<file path="src/rtl/mem_sweep_pkg.sv">
// mem_sweep_pkg: shared types and default sizing for the sweep reader.
package mem_sweep_pkg;

    // Sweep controller states
    typedef enum logic [1:0] {
        IDLE  = 2'd0,
        READ  = 2'd1,
        DRAIN = 2'd2,
        FIN   = 2'd3
    } sweep_state_t;

    // Default address width and the matching count width (one extra bit so
    // that count can reach SIZE and start+count never wraps)
    localparam int unsigned DEF_IDX_SIZE = 4;
    localparam int unsigned CNT_W        = DEF_IDX_SIZE + 1;

endpackage

</file>
<file path="src/rtl/mem_sweep_out_reg.sv">
// mem_sweep_out_reg: single valid/ready output register stage.
// load_req asks for a new word; the stage accepts it only when empty or when
// the current word is being taken in the same cycle.
module mem_sweep_out_reg #(
    parameter int unsigned WIDTH = 32
) (
    input  logic             clk,
    input  logic             reset_n,
    input  logic             load_req,
    input  logic [WIDTH-1:0] din,
    input  logic             ready,
    output logic [WIDTH-1:0] dout,
    output logic             valid,
    output logic             load,
    output logic             accept
);

    assign load   = load_req && (!valid || ready);
    assign accept = valid && ready;

    // Data/valid register: load wins, otherwise a handshake empties the stage
    always_ff @(posedge clk or negedge reset_n) begin
        if (!reset_n) begin
            dout  <= '0;
            valid <= 1'b0;
        end else if (load) begin
            dout  <= din;
            valid <= 1'b1;
        end else if (accept) begin
            valid <= 1'b0;
        end
    end

endmodule

</file>
<file path="src/rtl/mem_d1_sweep_reader.sv">
// mem_d1_sweep_reader: sweeps a contiguous range of a 1-D memory and streams
// the words out on valid/ready, then pulses done (with err on a bad range).
// Optional feature: define MEM_SWEEP_CHECKSUM_EN to add the checksum output.
module mem_d1_sweep_reader
    import mem_sweep_pkg::*;
#(
    parameter int unsigned WIDTH    = 32,
    parameter int unsigned SIZE     = 16,
    parameter int unsigned IDX_SIZE = 4
) (
    input  logic                clk,
    input  logic                reset_n,
    input  logic                go,
    input  logic [IDX_SIZE-1:0] start_addr,
    input  logic [IDX_SIZE:0]   count,
    output logic                busy,
    output logic                done,
    output logic                err,
    output logic [IDX_SIZE-1:0] mem_addr0,
    output logic                mem_write_en,
    input  logic [WIDTH-1:0]    mem_read_data,
`ifdef MEM_SWEEP_CHECKSUM_EN
    output logic [WIDTH-1:0]    checksum,
`endif
    output logic [WIDTH-1:0]    out_data,
    output logic                out_valid,
    input  logic                out_ready
);

    localparam int unsigned SWEEP_CNT_W = IDX_SIZE + 1;

    sweep_state_t           state;
    logic [IDX_SIZE-1:0]    addr_q;
    logic [SWEEP_CNT_W-1:0] remaining;
    logic [SWEEP_CNT_W-1:0] end_addr;
    logic                   range_err;
    logic                   load_req;
    logic                   load;
    logic                   accept;

    assign mem_write_en = 1'b0;
    assign mem_addr0    = addr_q;

    // Range check at full count width so start+count cannot wrap
    assign end_addr  = {1'b0, start_addr} + count;
    assign range_err = end_addr > SWEEP_CNT_W'(SIZE);

    assign load_req = (state == READ);

    mem_sweep_out_reg #(
        .WIDTH (WIDTH)
    ) u_out_reg (
        .clk      (clk),
        .reset_n  (reset_n),
        .load_req (load_req),
        .din      (mem_read_data),
        .ready    (out_ready),
        .dout     (out_data),
        .valid    (out_valid),
        .load     (load),
        .accept   (accept)
    );

    // Sweep FSM with registered busy/done/err, address and remaining counters.
    // The address is not advanced on the final load so mem_addr0 keeps
    // showing the last address read once the sweep leaves READ.
    always_ff @(posedge clk or negedge reset_n) begin
        if (!reset_n) begin
            state     <= IDLE;
            busy      <= 1'b0;
            done      <= 1'b0;
            err       <= 1'b0;
            addr_q    <= '0;
            remaining <= '0;
        end else begin
            case (state)
                IDLE: begin
                    if (go) begin
                        busy <= 1'b1;
                        if (count == '0) begin
                            state <= FIN;
                            done  <= 1'b1;
                        end else if (range_err) begin
                            state <= FIN;
                            done  <= 1'b1;
                            err   <= 1'b1;
                        end else begin
                            addr_q    <= start_addr;
                            remaining <= count;
                            state     <= READ;
                        end
                    end
                end
                READ: begin
                    if (load) begin
                        remaining <= remaining - SWEEP_CNT_W'(1);
                        if (remaining == SWEEP_CNT_W'(1)) begin
                            state <= DRAIN;
                        end else begin
                            addr_q <= addr_q + IDX_SIZE'(1);
                        end
                    end
                end
                DRAIN: begin
                    if (accept) begin
                        state <= FIN;
                        done  <= 1'b1;
                    end
                end
                FIN: begin
                    state <= IDLE;
                    busy  <= 1'b0;
                    done  <= 1'b0;
                    err   <= 1'b0;
                end
                default: begin
                    state <= IDLE;
                    busy  <= 1'b0;
                    done  <= 1'b0;
                    err   <= 1'b0;
                end
            endcase
        end
    end

`ifdef MEM_SWEEP_CHECKSUM_EN
    // Running sum of accepted stream words, cleared by any go taken in IDLE
    always_ff @(posedge clk or negedge reset_n) begin
        if (!reset_n) begin
            checksum <= '0;
        end else if (state == IDLE && go) begin
            checksum <= '0;
        end else if (accept) begin
            checksum <= checksum + out_data;
        end
    end
`endif

endmodule

</file>
<file path="config.mk">
export PLATFORM = sky130hd
export DESIGN_NAME = mem_d1_sweep_reader
export DESIGN_NICKNAME = d
export VERILOG_FILES = /design/src/rtl/mem_sweep_pkg.sv /design/src/rtl/mem_sweep_out_reg.sv /design/src/rtl/mem_d1_sweep_reader.sv
export SDC_FILE = /design/constraint.sdc
export NUM_CORES = 1
export LEC_CHECK = 0
export CAP_MARGIN = 20
export CORE_MARGIN = 1
export CORE_UTILIZATION = 45
export DETAILED_ROUTE_END_ITERATION = 6
export HOLD_SLACK_MARGIN = 0.03
export PLACE_DENSITY = 0.8
export SYNTH_ARGS = -nofsm -noshare
export SYNTH_HDL_FRONTEND = slang
export SYNTH_SLANG_ARGS = --single-unit
</file>
<file path="constraint.sdc">
create_clock -name clk -period 2.5 [get_ports clk]
set_input_delay 0.5 -clock clk [delete_from_list [all_inputs] [get_ports clk]]
set_output_delay 0.5 -clock clk [all_outputs]
set_load 0.01 [all_outputs]
</file>
== Word level (Yosys, flattened, before mapping) ==
Cells that the tools add are included.
Storage, ports and cells
  flip-flop bits (word level): 47
  bits in latches: 0
  bits in writable memories: 0
  bits in read-only memories: 0
  input port bits: 45
  output and inout port bits: 41
  logic and storage cells: 71
  memories: 0
Cells by class
  $add $sub $neg: 3
  multipliers: 0
  div/mod/pow operators: 0
  order comparisons: 1
  equal/unequal tests: 13
  shift operators: 0
  mux-type cells: 30
  bitwise gates (word level): 0
  reductions and logical operators: 16
Operators by type and width (count)
  two-way mux 4 bit: 5
  two-way mux 5 bit: 4
  inequality test 2 bit (second input constant): 8
  two-way mux 2 bit: 6
  AND reduction 4 bit: 3
  case mux 5 bit (2 select lines): 1
  two-way mux 1 bit: 9
  case mux 2 bit (4 select lines): 1
  case mux 4 bit (2 select lines): 1
  AND reduction 6 bit: 1
  nonzero test 2 bit: 3
  adder 4 x 5 -> 5 bit: 1
  == test 5 x 1 -> 1 bit (second input constant): 1
  > comparator 5 bit (second input constant): 1
  zero test 5 bit: 1
  AND reduction 5 bit: 1
  subtractor 5 x 1 -> 5 bit (second input constant): 1
  adder 4 x 1 -> 4 bit (second input constant): 1
  == test 2 bit (second input constant): 2
  case mux 1 bit (2 select lines): 2
  inequality test 3 bit (second input constant): 1
  case mux 1 bit (3 select lines): 1
  nonzero test 3 bit: 1
  == test 2 x 1 -> 1 bit (second input constant): 1
  other kinds (5): 6

== Logic depth before layout (Yosys ltp) ==
  depth after elaboration: 6
  mapped depth: 10
  depth with buffers taken out: 9

== Modules after synthesis ==
Synthesis repeated with hierarchy kept, for this count alone.
Second synthesis, totals
  cells, all modules: 217
  area total of the unflattened synthesis: 2573.7 um2
By module, submodules not included
  mem_sweep_out_reg: instances 1, cells an instance 73, area an instance 1370.1 um2, sequential area each 825.8 um2
  mem_d1_sweep_reader: instances 1, cells an instance 144, area an instance 1203.7 um2, sequential area each 350.3 um2

== Worst setup path after synthesis ==
Ideal clock, no wire load.
  path type: in2reg
  start: input port start_addr[0]
  end: register addr_q[0], in the netlist mem_addr0[0]
  library setup time: 0.126 ns
  arrival: 2.327 ns
  required time: 2.374 ns
  path slack: 0.047 ns
  stages on the path: 9
  path buffers: 0
  path through: ha_1 > inv_1 > fa_1 > nand2b_1 > a21oi_1 > a21boi_0 > a31oi_4 > nand2_1 > a221o_1
Between the ends
  longest elaborated chain between the ends: 4
  elaborated cells on any way between the ends: 8
  those cells by class: 1 x add/sub; 1 x order compare; 1 x eq/ne; 4 x mux; 1 x reduce/logical
Ends and longest elaborated chain
  start, declared: RTL line mem_d1_sweep_reader.sv:14  | input logic [IDX_SIZE-1:0] start_addr,
  adder 4 x 5 -> 5 bit or two-way mux 4 bit (tied branches): RTL line mem_d1_sweep_reader.sv:45, mem_d1_sweep_reader.sv:83
  > comparator 5 bit or two-way mux 4 bit (tied branches): RTL line mem_d1_sweep_reader.sv:46, mem_d1_sweep_reader.sv:80
  inequality test 2 bit (no source line) or two-way mux 4 bit (tied branches)
  AND reduction 6 bit (no source line) or case mux 4 bit (2 select lines) (tied branches)
  end signal, assigned: RTL line mem_d1_sweep_reader.sv:88  | addr_q <= start_addr;
  end signal, assigned: RTL line mem_d1_sweep_reader.sv:100  | addr_q <= addr_q + IDX_SIZE'(1);
  end, declared: RTL line mem_d1_sweep_reader.sv:33  | logic [IDX_SIZE-1:0] addr_q;
Several ways; a longest one is shown, not always the timed one. The select of a mux whose other input is x is not followed.
A chain may end at the register's enable or synchronous reset.

== Worst setup path in the final report ==
  start: input port count[1]
  end: register addr_q[1], in the netlist mem_addr0[1]
Between the ends
  longest elaborated chain between the ends: 4
  elaborated cells on any way between the ends: 6
  those cells by class: 1 x add/sub; 1 x order compare; 2 x eq/ne; 2 x reduce/logical
Ends and longest elaborated chain
  start, declared: RTL line mem_d1_sweep_reader.sv:15  | input logic [IDX_SIZE:0] count,
  adder 4 x 5 -> 5 bit: RTL line mem_d1_sweep_reader.sv:45  | assign end_addr = {1'b0, start_addr} + count;
  > comparator 5 bit: RTL line mem_d1_sweep_reader.sv:46  | assign range_err = end_addr > SWEEP_CNT_W'(SIZE);
  inequality test 2 bit (no source line)
  AND reduction 6 bit (no source line) *
Every way passes the cells marked *; elsewhere a longest branch is shown, timed or not.

==> impl_metrics.yaml <==
run_status:
  outcome: "complete, no violations"
setup_path:
  worstPathRequired_ns: 2.68
  worst-endpoint-arrival_ns: 2.60
  critPathKind: "in2reg"
  slowest_stage: "clkdlybuf4s50_1"
  start_kind: "input pin"
  critPathMaxStageDelay_ns: 0.47
  critical_path.max_fanout: 3
  worstSetupEndpointType: "flip-flop"
  path_cells: "clkdlybuf4s50_1, inv_1, fa_2, xnor2_1, nor3b_2, o21ai_4, a31oi_4, nand2_1, a221o_1"
clock_tree:
  cts_tree: "yes"
  cts_max_path_buffers: 2
  cts_max_level: 2
  clkLatencyLatePin_ns: 0.29
  cts_root_buffer: "clkbuf_8"
  cts_buffers: 5
  cts.hold.buffers_added: 0
  clkTransAtPathRegs_ns: 0.08
  cts.sinks: 47
cells_and_area:
  stdcell_count: 375
  seq_area_mm2: 0.00118
  syn2layout_area_growth_pct: 50.1
  nNetsFinal: 363
  layout_commonest_cell: "clkdlybuf4s50_1"
  mostFrequentLayoutCells: "clkdlybuf4s50_1 (81), dfrtp_1 (47), mux2_2 (32)"
  final_util_pct: 70.3
  num_antenna_cells: 0
  design_area_mm2: 0.00359
  multi_input_area_mm2: 0.00120
  fillers: 405
  drive_above_1_share_pct: 26.2
place:
  dp_hpwl_mm: 4.17
  place_area_mm2: 0.00341
  post-place-ws_ns: -0.592
  port_buffers: 84
  place_congestion: 0.803
  place_inst: 366
global_route:
  grt_max_degree: 34
  grt_pass1_vias: 1860
  track_usage_pct: 21.5
  grt-ovfl-total: 0
  grt_antenna_before_repair: 0
  grt_pass1_wl_mm: 8.86
route:
  ant_nets: 0
  route.final.wire_length_mm: 5.78
  first_iter_violations: 57
  num_vias: 1937
  dr.pass1.iters: 4
  post_drt_wl_per_cell_um: 15.4
  route.detailed.drc: 0
  viasPerCell: 5.17
timing:
  setup_ws_ns: 0.0865
  whs_ns: 0.226
  finalCriticalPeriod_ns: 2.41
  slew_viol_final: 0
  rsz0062_at_grt: "yes"
  fin_crit_sh_pct: 96.5
  skew_ns: 0.00352
  relSlewSlack_pct: 56.5
  hold_viol: 0
  tns_ns: 0
  worst_slew_pin_slew_ns: 0.653
  clock.fmax_mhz: 414
  setup_viol: 0
yosys:
  synth-simple-area-share_pct: 11.6
  async_flop_share_pct: 100
  synth_area_leaders: "dfrtp_1 (49%), mux2_2 (15%), ha_1 (6.3%)"
  synth_top_family_by_area: "multiplexers"
  synth-edff-count: 0
  synth_top_cell_by_area: "dfrtp_1"
  syn_avg_cell_area_um2: 11.8
  ys.flop_type: "dfrtp_1"
  ys_seq_area_share_pct: 49.2
  ys_types: 43
  synth_top_area_share_pct: 49.2
  syn_area_mm2: 0.00239
  syn_nets: 261
  ys_ff_latch: 47
  synthXorXnorAreaFrac_pct: 0.732
  ys_warn_count: 0
  synth_cells: 203
  synth_mux_area_share_pct: 16.7
  synth_compound_area_share_pct: 10.9
  synth_fa_ha_area_share_pct: 7.11
die:
  die_height_um: 74.9
  ios: 86
  coreArea_mm2: 0.00511
  initial_core_util_pct: 46.8
  dieArea_mm2: 0.00561
  die_w_um: 74.9
  num_rows: 26
power_and_ir_drop:
  total_power_mw: 4.19
  p_leak_nw: 1.54
  vdd.ir_drop.worst_mv: 0.651
  power.share.clock_pct: 12.7
  power_switching_mw: 1.43
  powerDensity_mw_per_mm2: 1170
  p_int_mw: 2.76
  sequentialPowerShare_pct: 32.9
  swShare_pct: 34.1
  combPwrFrac_pct: 54.4
worst_hold_path:
  hp-class: "in2async"
flow_run:
  drv_cap: 0
==> per-layer routing <==
layer | share of wire, % | routed length (um) | vias up | global-route usage [%]
met3 | 6.9 | 399 | 8 | 5.35
met5 | 0 | 0 | - | 0
met1 | 42 | 2440 | 944 | 26.5
met4 | 1.4 | 83 | 0 | 10.5
met2 | 49 | 2860 | 71 | 35.3
li1 | - | - | 914 | -
==> path summary, 6_finish.rpt <==
| kind | slack (ns) | start | cells past startpoint | endpoint |
|---|---|---|---|---|
| max in group asynchronous | 1.67 | reset_n | 2 | u_out_reg.dout[23]$_DFFE_PN0P_ |
| min in group clk | 0.51 | u_out_reg.dout[0]$_DFFE_PN0P_ | 1 | u_out_reg.dout[0]$_DFFE_PN0P_ |
| hold / removal | 0.23 | reset_n | 1 | mem_addr0[1]$_DFFE_PN0P_ |
| setup reg to reg | 0.33 | state[1]$_DFFE_PN0P_ | 7 | mem_addr0[1]$_DFFE_PN0P_ |
| setup / recovery | 0.09 | count[1] | 9 | mem_addr0[1]$_DFFE_PN0P_ |
| hold reg to reg | 0.51 | u_out_reg.dout[0]$_DFFE_PN0P_ | 1 | u_out_reg.dout[0]$_DFFE_PN0P_ |
==> critical path, delay by kind of cell <==
| family | cells | cell delay, ns |
|---|---|---|
| buf+inv | 2 | 0.55 |
| xor+xnor | 1 | 0.14 |
| simple gates | 2 | 0.37 |
| fa+ha+maj | 1 | 0.37 |
| compound gates | 3 | 0.65 |
==> kinds of logic (layout without fill, tap and decap cells) <==
family	count (synthesis)	after routing
and+or+nand+nor	52	52
DFF	47	47
muxes	36	36
AOI/OAI and AO/OA	33	33
buffers and inverters	19	121
adders and majority gates	13	13
xor gates and xnor gates	2	2
other	1	1
==> cell usage after synthesis (2+ instances only) <==
cell type and number:
a211oi_1 2, ha_1 12, o21ai_2 2, nand3_1 3, a21oi_1 11, buf_1 3, a311oi_1 3, and3_1 3
a221o_1 3, o21ai_0 4, mux2i_1 4, nor2_1 15, nor2b_1 2, buf_4 2, nand2_1 13, inv_1 12
nand2b_1 6, dfrtp_1 47, mux2_2 32
==> state kept, by name, summed over array words and instances (netlist names) <==
register         count
busy                 1
done                 1
err                  1
mem_addr0            4
remaining            5
state                2
u_out_reg.dout      32
u_out_reg.valid      1
==> what timing repair did <==
action	4_1_cts	5_1_grt
pin swaps	8	5
gates resized for setup	15	3
buffers inserted	2	0
endpoints found under the setup margin	12	8
==> power by group through the flow <==
stage | clock network (mW) | logic, mW | registers [mW]
after floorplan | 0 | 1.07 | 1.52
after global placement | 0 | 2.18 | 1.36
after detailed placement | 0 | 2.25 | 1.39
after CTS | 0.546 | 2.28 | 1.38
after global routing | 0.585 | 2.46 | 1.43
final | 0.533 | 2.28 | 1.38
==> final cells by class <==
class                      instances  share of cell area, %
timing repair buffer             102                   27.3
tap                               70                   2.44
inverter                          12                   1.25
multi-input combinational        137                   33.4
clock inverter                     1                  0.836
clock buffer                       6                   2.02
sequential                        47                   32.8
Power figures use the tool's default switching activity.
